## src/rtl/store_buffer_if.sv

```systemverilog
// Bundle between MEM stage, store buffer and data memory.
// Pipeline/memory side is master; the buffer is slave.
interface store_buffer_if;
  logic        in_we;
  logic        in_memb;
  logic        in_memh;
  logic [31:0] in_addr;
  logic [31:0] in_wd;
  logic [31:0] in_pc;
  logic        ld_req;
  logic [31:0] ld_addr;
  logic        stall;
  logic        dm_we;
  logic        dm_memb;
  logic        dm_memh;
  logic [31:0] dm_addr;
  logic [31:0] dm_wd;
  logic [31:0] dm_pc;
  logic        empty;

  modport master (
    output in_we, in_memb, in_memh,
    output in_addr, in_wd, in_pc,
    output ld_req, ld_addr,
    input  stall, dm_we, dm_memb, dm_memh,
    input  dm_addr, dm_wd, dm_pc, empty
  );

  modport slave (
    input  in_we, in_memb, in_memh,
    input  in_addr, in_wd, in_pc,
    input  ld_req, ld_addr,
    output stall, dm_we, dm_memb, dm_memh,
    output dm_addr, dm_wd, dm_pc, empty
  );
endinterface

```

## src/rtl/store_buffer.sv

```systemverilog
// Posted-store FIFO between MEM stage and data memory.
// Drains on idle cycles; stalls on full or same-word load.
module store_buffer #(
  parameter int DEPTH = 4
) (
  input logic           clk,
  input logic           reset,
  store_buffer_if.slave bus
);
  localparam int AW = $clog2(DEPTH);

  typedef struct packed {
    logic        memb;
    logic        memh;
    logic [31:0] addr;
    logic [31:0] wd;
    logic [31:0] pc;
  } ent_t;

  ent_t           mem_q [DEPTH];
  logic [DEPTH-1:0] vld_q, vld_d;
  logic [AW-1:0]  rd_q, rd_d;
  logic [AW-1:0]  wr_q, wr_d;
  logic [AW:0]    cnt_q, cnt_d;

  logic full, hit, drain, enq;
  ent_t head;

  always_comb begin
    hit = 1'b0;
    for (int i = 0; i < DEPTH; i++) begin
      if (vld_q[i] &&
          mem_q[i].addr[31:2] == bus.ld_addr[31:2])
        hit = 1'b1;
    end
    full  = (cnt_q == (AW+1)'(DEPTH));
    bus.stall = (bus.in_we & full) |
                (bus.ld_req & hit);
    drain = (cnt_q != '0) &
            (bus.stall | (~bus.ld_req & ~bus.in_we));
    enq   = bus.in_we & ~full;
    head  = mem_q[rd_q];

    bus.dm_we   = drain;
    bus.dm_memb = drain & head.memb;
    bus.dm_memh = drain & head.memh;
    bus.dm_wd   = drain ? head.wd : 32'h0;
    bus.dm_pc   = drain ? head.pc : 32'h0;
    bus.dm_addr = drain ? head.addr : bus.ld_addr;
    bus.empty   = (cnt_q == '0);

    // Index clash is impossible: enq+drain needs 0<count<DEPTH
    vld_d = vld_q;
    if (drain) vld_d[rd_q] = 1'b0;
    if (enq)   vld_d[wr_q] = 1'b1;
    rd_d  = rd_q + AW'(drain);
    wr_d  = wr_q + AW'(enq);
    cnt_d = cnt_q + (AW+1)'(enq) - (AW+1)'(drain);
  end

  always_ff @(posedge clk) begin
    if (reset) begin
      vld_q <= '0;
      rd_q  <= '0;
      wr_q  <= '0;
      cnt_q <= '0;
    end else begin
      vld_q <= vld_d;
      rd_q  <= rd_d;
      wr_q  <= wr_d;
      cnt_q <= cnt_d;
    end
  end

  always_ff @(posedge clk) begin
    if (!reset && enq) begin
      mem_q[wr_q] <= '{
        memb: bus.in_memb,
        memh: bus.in_memh,
        addr: bus.in_addr,
        wd:   bus.in_wd,
        pc:   bus.in_pc
      };
    end
  end
endmodule

```

## src/flat_wrapper.sv

```systemverilog
// flat-port wrapper written by rule: the top's interface ports become plain ports
module store_buffer_flat 
#(
  parameter int DEPTH = 4
)
  (clk, reset, bus_in_we, bus_in_memb, bus_in_memh, bus_in_addr, bus_in_wd, bus_in_pc, bus_ld_req, bus_ld_addr, bus_stall, bus_dm_we, bus_dm_memb, bus_dm_memh, bus_dm_addr, bus_dm_wd, bus_dm_pc, bus_empty);
  store_buffer_if bus_i ();
  input logic clk;
  input logic reset;
  input wire logic [$bits(bus_i.in_we)-1:0] bus_in_we;
  input wire logic [$bits(bus_i.in_memb)-1:0] bus_in_memb;
  input wire logic [$bits(bus_i.in_memh)-1:0] bus_in_memh;
  input wire logic [$bits(bus_i.in_addr)-1:0] bus_in_addr;
  input wire logic [$bits(bus_i.in_wd)-1:0] bus_in_wd;
  input wire logic [$bits(bus_i.in_pc)-1:0] bus_in_pc;
  input wire logic [$bits(bus_i.ld_req)-1:0] bus_ld_req;
  input wire logic [$bits(bus_i.ld_addr)-1:0] bus_ld_addr;
  output wire logic [$bits(bus_i.stall)-1:0] bus_stall;
  output wire logic [$bits(bus_i.dm_we)-1:0] bus_dm_we;
  output wire logic [$bits(bus_i.dm_memb)-1:0] bus_dm_memb;
  output wire logic [$bits(bus_i.dm_memh)-1:0] bus_dm_memh;
  output wire logic [$bits(bus_i.dm_addr)-1:0] bus_dm_addr;
  output wire logic [$bits(bus_i.dm_wd)-1:0] bus_dm_wd;
  output wire logic [$bits(bus_i.dm_pc)-1:0] bus_dm_pc;
  output wire logic [$bits(bus_i.empty)-1:0] bus_empty;
  assign bus_i.in_we = bus_in_we;
  assign bus_i.in_memb = bus_in_memb;
  assign bus_i.in_memh = bus_in_memh;
  assign bus_i.in_addr = bus_in_addr;
  assign bus_i.in_wd = bus_in_wd;
  assign bus_i.in_pc = bus_in_pc;
  assign bus_i.ld_req = bus_ld_req;
  assign bus_i.ld_addr = bus_ld_addr;
  assign bus_stall = bus_i.stall;
  assign bus_dm_we = bus_i.dm_we;
  assign bus_dm_memb = bus_i.dm_memb;
  assign bus_dm_memh = bus_i.dm_memh;
  assign bus_dm_addr = bus_i.dm_addr;
  assign bus_dm_wd = bus_i.dm_wd;
  assign bus_dm_pc = bus_i.dm_pc;
  assign bus_empty = bus_i.empty;
  store_buffer #(.DEPTH(DEPTH)) u_core (.clk(clk), .reset(reset), .bus(bus_i));
endmodule
```

## config.mk

```make
export PLATFORM = sky130hd
export DESIGN_NAME = store_buffer_flat
export DESIGN_NICKNAME = d
export VERILOG_FILES = /design/src/rtl/store_buffer_if.sv /design/src/rtl/store_buffer.sv /design/src/flat_wrapper.sv
export SDC_FILE = /design/constraint.sdc
export NUM_CORES = 1
export LEC_CHECK = 0
export CAP_MARGIN = 20
export CELL_PAD_IN_SITES_DETAIL_PLACEMENT = 1
export CELL_PAD_IN_SITES_GLOBAL_PLACEMENT = 2
export CORE_MARGIN = 5
export CORE_UTILIZATION = 44
export CTS_CLUSTER_DIAMETER = 80
export DETAILED_ROUTE_END_ITERATION = 7
export GPL_TIMING_DRIVEN = 0
export PLACE_DENSITY_LB_ADDON = 0.1
export SYNTH_ARGS = -nofsm -noshare
export SYNTH_HDL_FRONTEND = slang
export SYNTH_SLANG_ARGS = --single-unit
```

## constraint.sdc

```tcl
create_clock -name clk -period 19.4 [get_ports clk]
set_clock_uncertainty 0.05 [all_clocks]
set_input_delay 2.91 -clock clk [delete_from_list [all_inputs] [get_ports clk]]
set_output_delay 2.91 -clock clk [all_outputs]
set_load 0.02 [all_outputs]
```

---- Word-level counts from Yosys, hierarchy flattened ----
Memories as Yosys holds them, arrays and structs flattened. A register that Yosys moved wholly into a read port is not among the register bits.
Cells that the tools add are included.
storage, ports and cells
  word-level logic and storage cells ...... 59
  memories ................................ 1
  latch bits .............................. 0
  flip-flop bits (word level) ............. 11
  ROM bits ................................ 0
  input port bits ......................... 134
  bits in writable memories ............... 392
  output and inout port bits .............. 101
memories
  name          words  width  rd ports  clocked after memory_dff  write ports  RTL line            RTL
  u_core.mem_q  4      98     5         1                         1            store_buffer.sv:20  ent_t mem_q [DEPTH];
operators by class
  muxes and demuxes ....................... 16
  bitwise logic cells ..................... 15
  add/sub/neg operators ................... 4
  equality and inequality tests ........... 5
  multipliers ............................. 0
  shifts and indexed selects .............. 0
  reductions and logical operators ........ 10
  divide/modulo/power cells ............... 0
  magnitude comparators ................... 4
operators by type and width
  kind                                                                    number
  30-bit equality test                                                    4
  32-bit 2-to-1 mux                                                       3
  1-bit 2-to-1 mux                                                        8
  4-bit 2-to-1 mux                                                        2
  1-bit AND                                                               7
  1-bit logical AND                                                       7
  2-bit by 3-bit < comparator with 1-bit output (second input constant)   2
  2-bit by 1-bit adder with 2-bit output                                  2
  4-bit AND                                                               1
  1-bit demux with 2-bit select                                           2
  2-bit by 1-bit >= comparator with 1-bit output (second input constant)  2
  4-bit NOT                                                               1
  4-bit OR                                                                1
  3-bit by 1-bit adder with 3-bit output                                  1
  3-bit equality test (second input constant)                             1
  3-bit zero test                                                         1
  1-bit NOT                                                               3
  3-bit nonzero test                                                      1
  3-bit by 1-bit subtractor with 3-bit output                             1
  2-bit 2-to-1 mux                                                        1
  1-bit OR                                                                2
  1-bit zero test                                                         1

---- Longest topological paths before layout ----
Gate-level depths: netlist (run 1).
  depth in word-level cells ............... 13
  mapped depth ............................ 18
  gate-level depth less buffers ........... 14

---- Worst setup path before layout (run 1) ----
No wires, ideal clock.
  kind .................................... input-to-reg
  from .................................... in bus_in_we
  to ...................................... reg u_core.vld_q[2]
  required time ........................... 19,213 ps
  slack ................................... 5,362 ps
  setup time .............................. 137 ps
  stages on the path ...................... 3
  data arrival time ....................... 13,852 ps
  cell sequence ........................... nand2_1 > nor4b_1 > o21bai_1
on the way
  word-level cells in the longest chain between the ends .. 7
ends and longest elaborated chain
  item                                    RTL line                                RTL
  start: declaration                      flat_wrapper.sv:10                      input wire logic [$bits(bus_i.in_we)-1:0] bus_in_we;
  1-bit AND or 1-bit NOT (tied branches)  store_buffer.sv:37, store_buffer.sv:40
  1-bit OR or 1-bit AND (tied branches)   store_buffer.sv:37, store_buffer.sv:40
  1-bit OR                                store_buffer.sv:40                      (bus.stall | (~bus.ld_req & ~bus.in_we));
  1-bit AND                               store_buffer.sv:39                      drain = (cnt_q != '0) &
  4-bit 2-to-1 mux                        store_buffer.sv:54                      if (drain) vld_d[rd_q] = 1'b0;
  4-bit OR (no source line)               -
  4-bit 2-to-1 mux (*)                    store_buffer.sv:55                      if (enq) vld_d[wr_q] = 1'b1;
  end signal: assignment                  store_buffer.sv:68                      vld_q <= vld_d;
  end: declaration                        store_buffer.sv:21                      logic [DEPTH-1:0] vld_q, vld_d;
Every way passes the cells marked *; elsewhere a longest branch is shown, timed or not.
A chain may end at the register's enable or synchronous reset.

---- Worst setup path after layout (run 1) ----
  from .................................... in bus_in_we
  to ...................................... out bus_dm_we
on the way
  word-level cells in the longest chain between the ends .. 4
ends and longest elaborated chain
  item                                    RTL line                                RTL
  1-bit AND or 1-bit NOT (tied branches)  store_buffer.sv:37, store_buffer.sv:40
  1-bit OR or 1-bit AND (tied branches)   store_buffer.sv:37, store_buffer.sv:40
  1-bit OR (*)                            store_buffer.sv:40
  1-bit AND (*)                           store_buffer.sv:39
  end: declaration                        flat_wrapper.sv:19                      output wire logic [$bits(bus_i.dm_we)-1:0] bus_dm_we;
Marks and branches as above.

==> reports/results.txt, run 1 <==
DRT iter0 DRCs = 747
Routed WL = 50.34 mm
CTS Hold Buffers Added = 0
Startpoint type of the worst setup path = input port
Peak VDD IR = 0.08615 mV
Crit path launch = bus_in_we
Worst slew pin tran = 1078 ps
Final setup viols = 0
Global route total overflow = 0
Bufs and invs on worst path = 5
Max-Cap Viols = 0
CP max FO = 10
Pre-CTS WS = 9801 ps
Net count after synthesis = 1,184
Worst path max stage delay = 730 ps
Area Growth Syn to Fin = 24.41%
First-pass GRT wire length = 74.89 mm
CTS tree = done
Sequential Area = 11,990 sq um
CP dominant cell by count = clkbuf_1
Die width = 212.3 microns
RSZ-0062 raised after global routing = no
Slowest-stage cell, CP = clkbuf_1
Status = complete, no violations
Fillcell total = 3,780
Mapped Avg Cell Area = 17.23 sq um
Power Density = 125.5 nW/um^2
Most frequent cells in the layout = 392 x edfxtp_1, 204 x clkdlybuf4s50_1, 123 x xnor2_1, 98 x mux4_2, 60 x nand4_1
Fin. Hold Viols = 0
GRT Util Overall = 22.49%
Worst Hold Launch = u_core.vld_q[0]
Vias = 10,610
CP endpoint kind = primary output
Register area share after synthesis = 66.58%
Post-synth EDFFs = 392
Core Rows = 74
CP top delay family = buffers and inverters
Largest net degree at the start of global routing = 52
Detailed placement HPWL = 36.49 mm
Input/output buffers = 204
Slew HR = 27.99%
Die area = 45,080 sq um
Final worst path period share = 49.02%
WL/cell = 26.57 microns
Die height = 212.3 microns
GP Congestion = 0.8358
Final ANT Viol Nets = 0
CTS Buf Count = 43
Reg clk slew, reported paths = 60 ps
Commonest non-fill, non-tap cell in the layout = edfxtp_1
Leakage = 6.936 nW
Critical path cell sequence = clkdlybuf4s50_1 -> nand2b_1 -> o21bai_1 -> clkbuf_1 -> clkbuf_1 -> clkbuf_1 -> nor2_1 -> clkdlybuf4s50_1
Post-Route Setup TNS = 0 ps
Setup slack after layout = 9890 ps
Initial antenna violation count = 7
Kind of critical path = in2out
Final min period = 9510 ps
DR vias/cell = 5.597
Final Net Count = 1,472
WP data arrival = 6550 ps
Most used DFF post-synth = edfxtp_1
Initial cell density of the core = 44.31%
Reg2reg start = u_core.cnt_q[1]
Worst skew pair latency = 570 ps
Post-synth cell types = 37
Share of layout cells above drive strength 1 = 20.48%
# H-tree levels = 2
Number of global-route vias before repair = 11,550
Share of flip-flops with an asynchronous set or reset = 0%
DRC = 0
Yosys warnings = 0
Cell Area, Synth = 18,010 sq um
Clk buf depth = 3
First drt pass iteration count = 5
Core footprint = 40,650 sq um
Peak Freq = 105.2 MHz
Footprint of the multi-input gates = 5564 sq um
Synth Register Bits = 403
IO Pins = 235
Cts repair resizes = 0
Min-Delay Path Class = reg2reg
# Post-CTS Setup Buffers = 0
Clock root buffer = clkbuf_16
CP Data Required Time = 16,440 ps
Cell count after synthesis = 1,045
# clock sinks = 403
Final max-slew violation count = 0
[Yosys cell counts (9+ instances only)]
library cell | n | area (sq um)
a22oi_1 | 32 | 240.2
nand4_1 | 60 | 375.4
nor2b_1 | 35 | 219.0
edfxtp_1 | 392 | 11770
dfxtp_1 | 11 | 220.2
mux4_2 | 98 | 2207
nor3b_2 | 29 | 362.9
o21ai_0 | 33 | 165.2
clkbuf_1 | 48 | 180.2
nor2_1 | 9 | 33.78
nand3_1 | 41 | 205.2
nor3b_1 | 37 | 277.8
xnor2_1 | 123 | 1077
buf_2 | 35 | 175.2
[worst paths after layout]
path,to,slack [ps],cells past startpoint
max,bus_dm_we,9890,8
min,u_core.vld_q[0],460,2
max reg2reg,u_core.cnt_q[2],14640,14
min reg2reg,u_core.vld_q[0],460,2
[where the power goes]
group          switching (W)  internal, W  total, W  leakage, nW
clock network       0.000327     0.000432  0.000759        0.626
registers          0.0000202      0.00101   0.00103         3.65
logic               0.000553     0.000469   0.00102         2.66
[metal layers]
layer | routed length [microns] | track usage (%) | up-vias
met2 | 25370 | 38.24 | 258
li1 | - | - | 4742
met3 | 2992 | 5.061 | 68
met5 | 60 | 0 | -
met1 | 20980 | 29.83 | 5529
met4 | 942 | 5.341 | 10
[layout make-up]
class	count	share of cell area [%]
antenna	1	0.01117
timing repair buffer	243	10.82
clock buffer	56	5.160
clock inverter	18	0.5528
inverter	8	0.1340
sequential	403	53.52
buffer	96	2.005
multi-input combinational	538	24.83
tap	532	2.971
[registers in the layout, summed over array words and instances (netlist names)]
name,count
u_core.mem_q,392
u_core.cnt_q,3
u_core.vld_q,4
u_core.wr_q,2
u_core.rd_q,2
[stage by stage]
stage	utilization [%]	power [W]	cells	hold slack, ps	instance area (sq um)
final	55.13	0.002813	1895	462.6	22410
after global placement	50.97	0.002087	1781	439.4	20720
after detailed placement	51.97	0.002084	1820	452.1	21120
after global routing	55.12	0.002950	1894	481.6	22400
after floorplan	-	0.001673	1045	393.5	18010
after CTS	55.12	0.002852	1894	459.3	22400
[worst register-to-register path, delay by kind of cell (launching register included)]
family                     cells  cell delay [ps]
DFF                            1              360
buffers and inverters          5             2120
xor gates and xnor gates       2              320
and+or+nand+nor                3              700
AOI/OAI and AO/OA              1              190
adders and majority gates      3              890
[cells by family (layout without fill, tap and decap cells)]
group / Yosys count / in the layout / synth area share [%]
multiplexers: 98 / 98 / 12.26
AO/OA/AOI/OAI: 81 / 81 / 3.022
XOR/XNOR: 124 / 124 / 6.030
buffers and inverters: 104 / 421 / 2.661
flip-flops: 403 / 403 / 66.58
other: 0 / 1 / 0
AND/OR/NAND/NOR: 230 / 230 / 9.059
adder cells (fa/ha/maj): 5 / 5 / 0.3891
No activity file was read; power rests on OpenSTA's default activity.
==> run 2, diff against run 1 <==
Settings changed: CORE_UTILIZATION 44 to 41.
Clock period 19.4 ns to 9.1 ns, I/O delays scaled along.
==> run 2 against run 1 <==
Compared with the run above: global-route usage down 1.4 points; clock power up 130%; first-iteration DRC count down 8.3%; utilization down 2.8 points; via count up 0.19%; die area up 7.0%; register-to-register slack worse by 10000 ps.
==> reports/results.txt, run 2 (same netlist as run 1, synthesis figures left out) <==
DRC = 0
Input/output buffers = 204
Final min period = 6623 ps
Reg2reg start = u_core.cnt_q[1]
Routed WL = 50.71 mm
Final Net Count = 1,460
Final Instance Area = 22,620 sq um
Reg-to-reg endpoint = u_core.cnt_q[2]
Fin. Hold Viols = 0
Max-Cap Viols = 0
Worst Hold Launch = u_core.vld_q[0]
CTS tree = done
Peak Freq = 151.0 MHz
Die height = 219.6 microns
Clk buf depth = 3
GP Congestion = 0.8207
Leakage = 6.947 nW
CP Data Required Time = 7690 ps
Worst skew pair latency = 560 ps
GRT Util Overall = 21.08%
P_sw = 0.001945 W
IO Pins = 235
CP endpoint kind = primary output
Final setup viols = 0
DRT iter0 DRCs = 685
RSZ-0062 raised after global routing = no
Die area = 48,220 sq um
Worst Hold End = u_core.vld_q[0]
Final worst path period share = 72.78%
# H-tree levels = 2
Sequential Area = 11,990 sq um
Cts repair resizes = 0
Share of layout cells above drive strength 1 = 19.97%
CTS Buf Count = 44
Final max-slew violation count = 0
Initial antenna violation count = 7
Most frequent cells in the layout = 392 x edfxtp_1, 204 x clkdlybuf4s50_1, 123 x xnor2_1, 98 x mux4_2, 60 x nand4_1
Post-Route Setup TNS = 0 ps
Clock group share of total power = 28.6%
Number of global-route vias before repair = 11,690
Worst slew pin tran = 1149 ps
Placed Area = 21,220 sq um
Fillcell total = 4,070
Largest Register = u_core.mem_q
Area Growth Syn to Fin = 25.62%
Peak VDD IR = 0.2149 mV
First-pass GRT wire length = 75.48 mm
Hold path cells = 2
Initial cell density of the core = 41.63%
Slew HR = 23.25%
Core footprint = 43,270 sq um
Startpoint type of the worst setup path = input port
P_int = 0.004200 W
Reg clk slew, reported paths = 60 ps
Footprint of the multi-input gates = 5582 sq um
Min-Delay Path Class = reg2reg
Kind of critical path = in2out
Sw frac = 31.65%
Register-to-Register Path Depth = 14
Commonest non-fill, non-tap cell in the layout = edfxtp_1
Biggest registers after layout = u_core.mem_q: 392 flops, u_core.vld_q: 4 flops, u_core.cnt_q: 3 flops
WL/cell = 26.17 microns
Comb pwr share = 35.6%
Clock root buffer = clkbuf_16
Vias = 10,630
DR vias/cell = 5.483
Status = complete, no violations
WP data arrival = 5210 ps
Largest net degree at the start of global routing = 44
CP max FO = 10
# Post-CTS Setup Buffers = 0
Power Density = 271.6 nW/um^2
Max FFs per register = 392
# clock sinks = 403
Global route total overflow = 0
First drt pass iteration count = 4
Die width = 219.6 microns
Flop pwr share = 35.8%
Core Rows = 76
Final ANT Viol Nets = 0
R2r setup slk = 4340 ps
CTS Hold Buffers Added = 0
Detailed placement HPWL = 36.35 mm
run 2: cell count changes in the layout (fill, tap and decap cells not counted), moves of 2 or more:
cell / delta
buf_4: -31
buf_6: +11
buf_8: +6
bufinv_16: +4
clkbuf_1: -4
clkinv_1: +3
clkinv_2: -2
clkinvlp_4: +2
run 2: layer usage:
layer	track usage (%)	up-vias	share of wire, %	routed length (microns)
met5	0	-	0.16	82
met4	5.887	12	2.5	1266
met3	5.248	90	6.4	3256
met2	34.88	263	49	24740
met1	28.00	5538	42	21370
li1	-	4724	-	-
run 2: through the flow:
| step | power [W] | worst slack (ps) | hold WS [ps] | std cells | utilization [%] |
|---|---|---|---|---|---|
| 3_5_place_dp | 0.004461 | 2387 | 463.3 | 1860 | 49.04 |
| 3_3_place_gp | 0.004445 | -4570 | 445.6 | 1834 | 48.07 |
| 2_1_floorplan | 0.003557 | 1509 | 393.5 | 1045 | - |
| 6_report | 0.006144 | 2477 | 466.7 | 1938 | 52.29 |
| 4_1_cts | 0.006237 | 2358 | 472.9 | 1937 | 52.28 |
| 5_1_grt | 0.006442 | 2280 | 500.7 | 1937 | 52.28 |
run 2: critical path, stage by stage:
cell and delay (ps):
clkdlybuf4s50_1 490, nand2b_1 190, o21bai_1 210, clkbuf_1 660
clkbuf_1 780, clkbuf_1 630, nor2_1 270, clkdlybuf4s50_1 600
run 2: worst max path at each step:
stage	from	endpoint	slack (ps)	depth (start not counted)
CTS	bus_ld_req	bus_dm_we	2360	8
global placement	reset	u_core.vld_q[0]	-4570	4
floorplan	reset	u_core.mem_q[0][0]	1510	2
global route	bus_ld_req	bus_dm_we	2280	8
detailed placement	bus_ld_req	bus_dm_we	2390	8
finish	bus_ld_req	bus_dm_we	2480	8
run 2: power by group through the flow:
stage	logic [W]	clock network, W	registers, W
6_report	0.00219	0.00176	0.00220
5_1_grt	0.00235	0.00189	0.00221
4_1_cts	0.00223	0.00180	0.00220
3_5_place_dp	0.00222	0	0.00224
3_3_place_gp	0.00217	0	0.00227
2_1_floorplan	0.00131	0	0.00224
run 2: final cells by class:
cell class / instances / share of cell area [%]
Antenna cell: 1 / 0.01106
Buffer: 96 / 1.985
Clock buffer: 52 / 5.093
Clock inverter: 25 / 1.117
Inverter: 8 / 0.1327
Multi-Input combinational cell: 538 / 24.67
Sequential cell: 403 / 53.00
Tap cell: 585 / 3.235
Timing Repair Buffer: 230 / 10.75
==> run 3, diff against run 2 <==
Settings changed: CORE_UTILIZATION 41 to 37.
Clock period 9.1 ns to 5.4 ns, I/O delays scaled along.
==> run 3 against run 2 <==
Compared with the run above: global-route usage decreased by 1.9 points; die area increased by 10%; via count decreased by 0.79%; critical path type unchanged; largest cell class unchanged.
==> reports/results.txt, run 3 (same netlist as run 1, synthesis figures left out) <==
Status = complete, no violations
Largest net degree at the start of global routing = 49
CP Data Required Time = 4540 ps
Slew HR = 28.62%
Peak Freq = 194.6 MHz
Leakage = 6.942 nW
Die width = 230.6 microns
# Post-CTS Setup Buffers = 0
Largest Register = u_core.mem_q
Cts repair resizes = 0
Kind of critical path = in2out
# H-tree levels = 2
First drt pass iteration count = 5
Pre-CTS WS = -16.06 ps
Reg2reg start = u_core.mem_q[1][88]
Worst skew pair latency = 570 ps
Final ANT Viol Nets = 0
Core footprint = 47,950 sq um
Biggest registers after layout = u_core.mem_q: 392 flops, u_core.vld_q: 4 flops, u_core.cnt_q: 3 flops
Vias = 10,540
Min-Delay Path Class = reg2reg
CP endpoint kind = primary output
Final Net Count = 1,462
Placed Area = 21,250 sq um
Fin. Hold Viols = 0
Worst Hold Launch = u_core.vld_q[0]
Reg clk slew, reported paths = 50 ps
Min Hold Slack = 455.1 ps
Die height = 230.6 microns
CP max FO = 10
CTS Hold Buffers Added = 0
Setup slack after layout = 262.1 ps
RSZ-0062 raised after global routing = no
Startpoint type of the worst setup path = input port
GP Congestion = 0.7846
Slowest-stage cell, CP = clkdlybuf4s50_1
IO Pins = 235
Final min period = 5138 ps
Max FFs per register = 392
# clock sinks = 403
CP dominant cell by count = buf_6
Routed WL = 51.76 mm
DR WL met2 = 25.65 mm
DR vias/cell = 5.341
Bufs and invs on worst path = 5
First-pass GRT wire length = 75.98 mm
WL/cell = 26.22 microns
Input/output buffers = 204
Met3 wire len = 3.247 mm
Crit path launch = bus_ld_addr[24]
Commonest non-fill, non-tap cell in the layout = edfxtp_1
Initial antenna violation count = 9
Clock root buffer = clkbuf_16
GRT Util Overall = 19.18%
Final Instance Area = 22,650 sq um
Detailed placement HPWL = 37.19 mm
CTS Buf Count = 46
Global route total overflow = 0
Worst path max stage delay = 670 ps
Clk buf depth = 3
Final max-slew violation count = 0
Initial cell density of the core = 37.56%
Power Density = 454.0 nW/um^2
Share of layout cells above drive strength 1 = 19.66%
WP data arrival = 4280 ps
Die area = 53,190 sq um
Final setup viols = 0
Peak VDD IR = 0.2681 mV
Max-Cap Viols = 0
Fillcell total = 4,577
DRC = 0
DRT iter0 DRCs = 623
Final worst path period share = 95.15%
CTS tree = done
CP top delay family = buffers and inverters
Top routing layer used = met5
Worst slew pin tran = 1068 ps
Most frequent cells in the layout = 392 x edfxtp_1, 204 x clkdlybuf4s50_1, 123 x xnor2_1, 98 x mux4_2
Critical path cell sequence = buf_2 -> xnor2_1 -> nand4_1 -> nor4_2 -> a22oi_2 -> and3_1 -> clkbuf_1 -> buf_6 -> buf_6 -> nor2_1 -> clkdlybuf4s50_1
Post-Route Setup TNS = 0 ps
WL met1 = 21.91 mm
Number of global-route vias before repair = 11,460
Core Rows = 80
Area Growth Syn to Fin = 25.75%
## run 3: cell count changes in the layout (fill, tap and decap cells not counted), sizes merged
cell           previous run  this run
clkbuf                  100       108
clkinv                   15        20
bufinv                    5         1
clkinvlp                  3         1
inv                      10         8
clkdlybuf4s15             0         1
## run 3: power by group
group	internal (W)	switching (W)
sequential	0.00364	0.0000721
combinational	0.00170	0.00202
clock	0.00164	0.00121
## run 3: area by class of cell
cell class,instances,area [sq um],area share (%)
Antenna cell,1,2.502,0.01105
Buffer,96,456.7,2.016
Clock buffer,61,1229,5.425
Clock inverter,22,143.9,0.6353
Inverter,8,30.03,0.1326
Multi-Input combinational cell,538,5582,24.65
Sequential cell,403,11990,52.95
Tap cell,615,769.5,3.398
Timing Repair Buffer,230,2444,10.79
## run 3: layer usage
metal | GRT usage [%] | vias to the layer above
li1 | - | 4727
met2 | 32.22 | 240
met4 | 3.919 | 16
met1 | 25.08 | 5493
met5 | 0 | -
met3 | 5.640 | 67
## run 3: path summary, 6_finish.rpt
check	depth (start not counted)	endpoint	slack (ps)
hold / removal	2	u_core.vld_q[0]	460
hold reg to reg	2	u_core.vld_q[0]	460
setup / recovery	11	bus_dm_we	260
setup reg to reg	17	u_core.cnt_q[2]	900
## run 3: per-stage QoR
step                util (%)  total power (W)  instances
CTS                    47.18          0.01043       1972
finish                 47.24          0.01028       1974
floorplan                  -         0.005986       1045
detailed placement     44.32         0.007537       1889
global placement       43.49         0.007510       1864
global route           47.23          0.01080       1973
## run 3: worst register-to-register path, cell delays in order, from the launching register on
cell and delay (ps):
edfxtp_1 390, xnor2_1 390, nand4_1 260, nor4_2 500, a22oi_2 320, and3_1 290, clkbuf_1 200, buf_6 220
buf_6 170, nor2_1 250, ha_1 290, inv_1 60, ha_1 130, inv_1 50, fa_1 400, xor2_1 160
xnor2_1 160, nor2_1 60
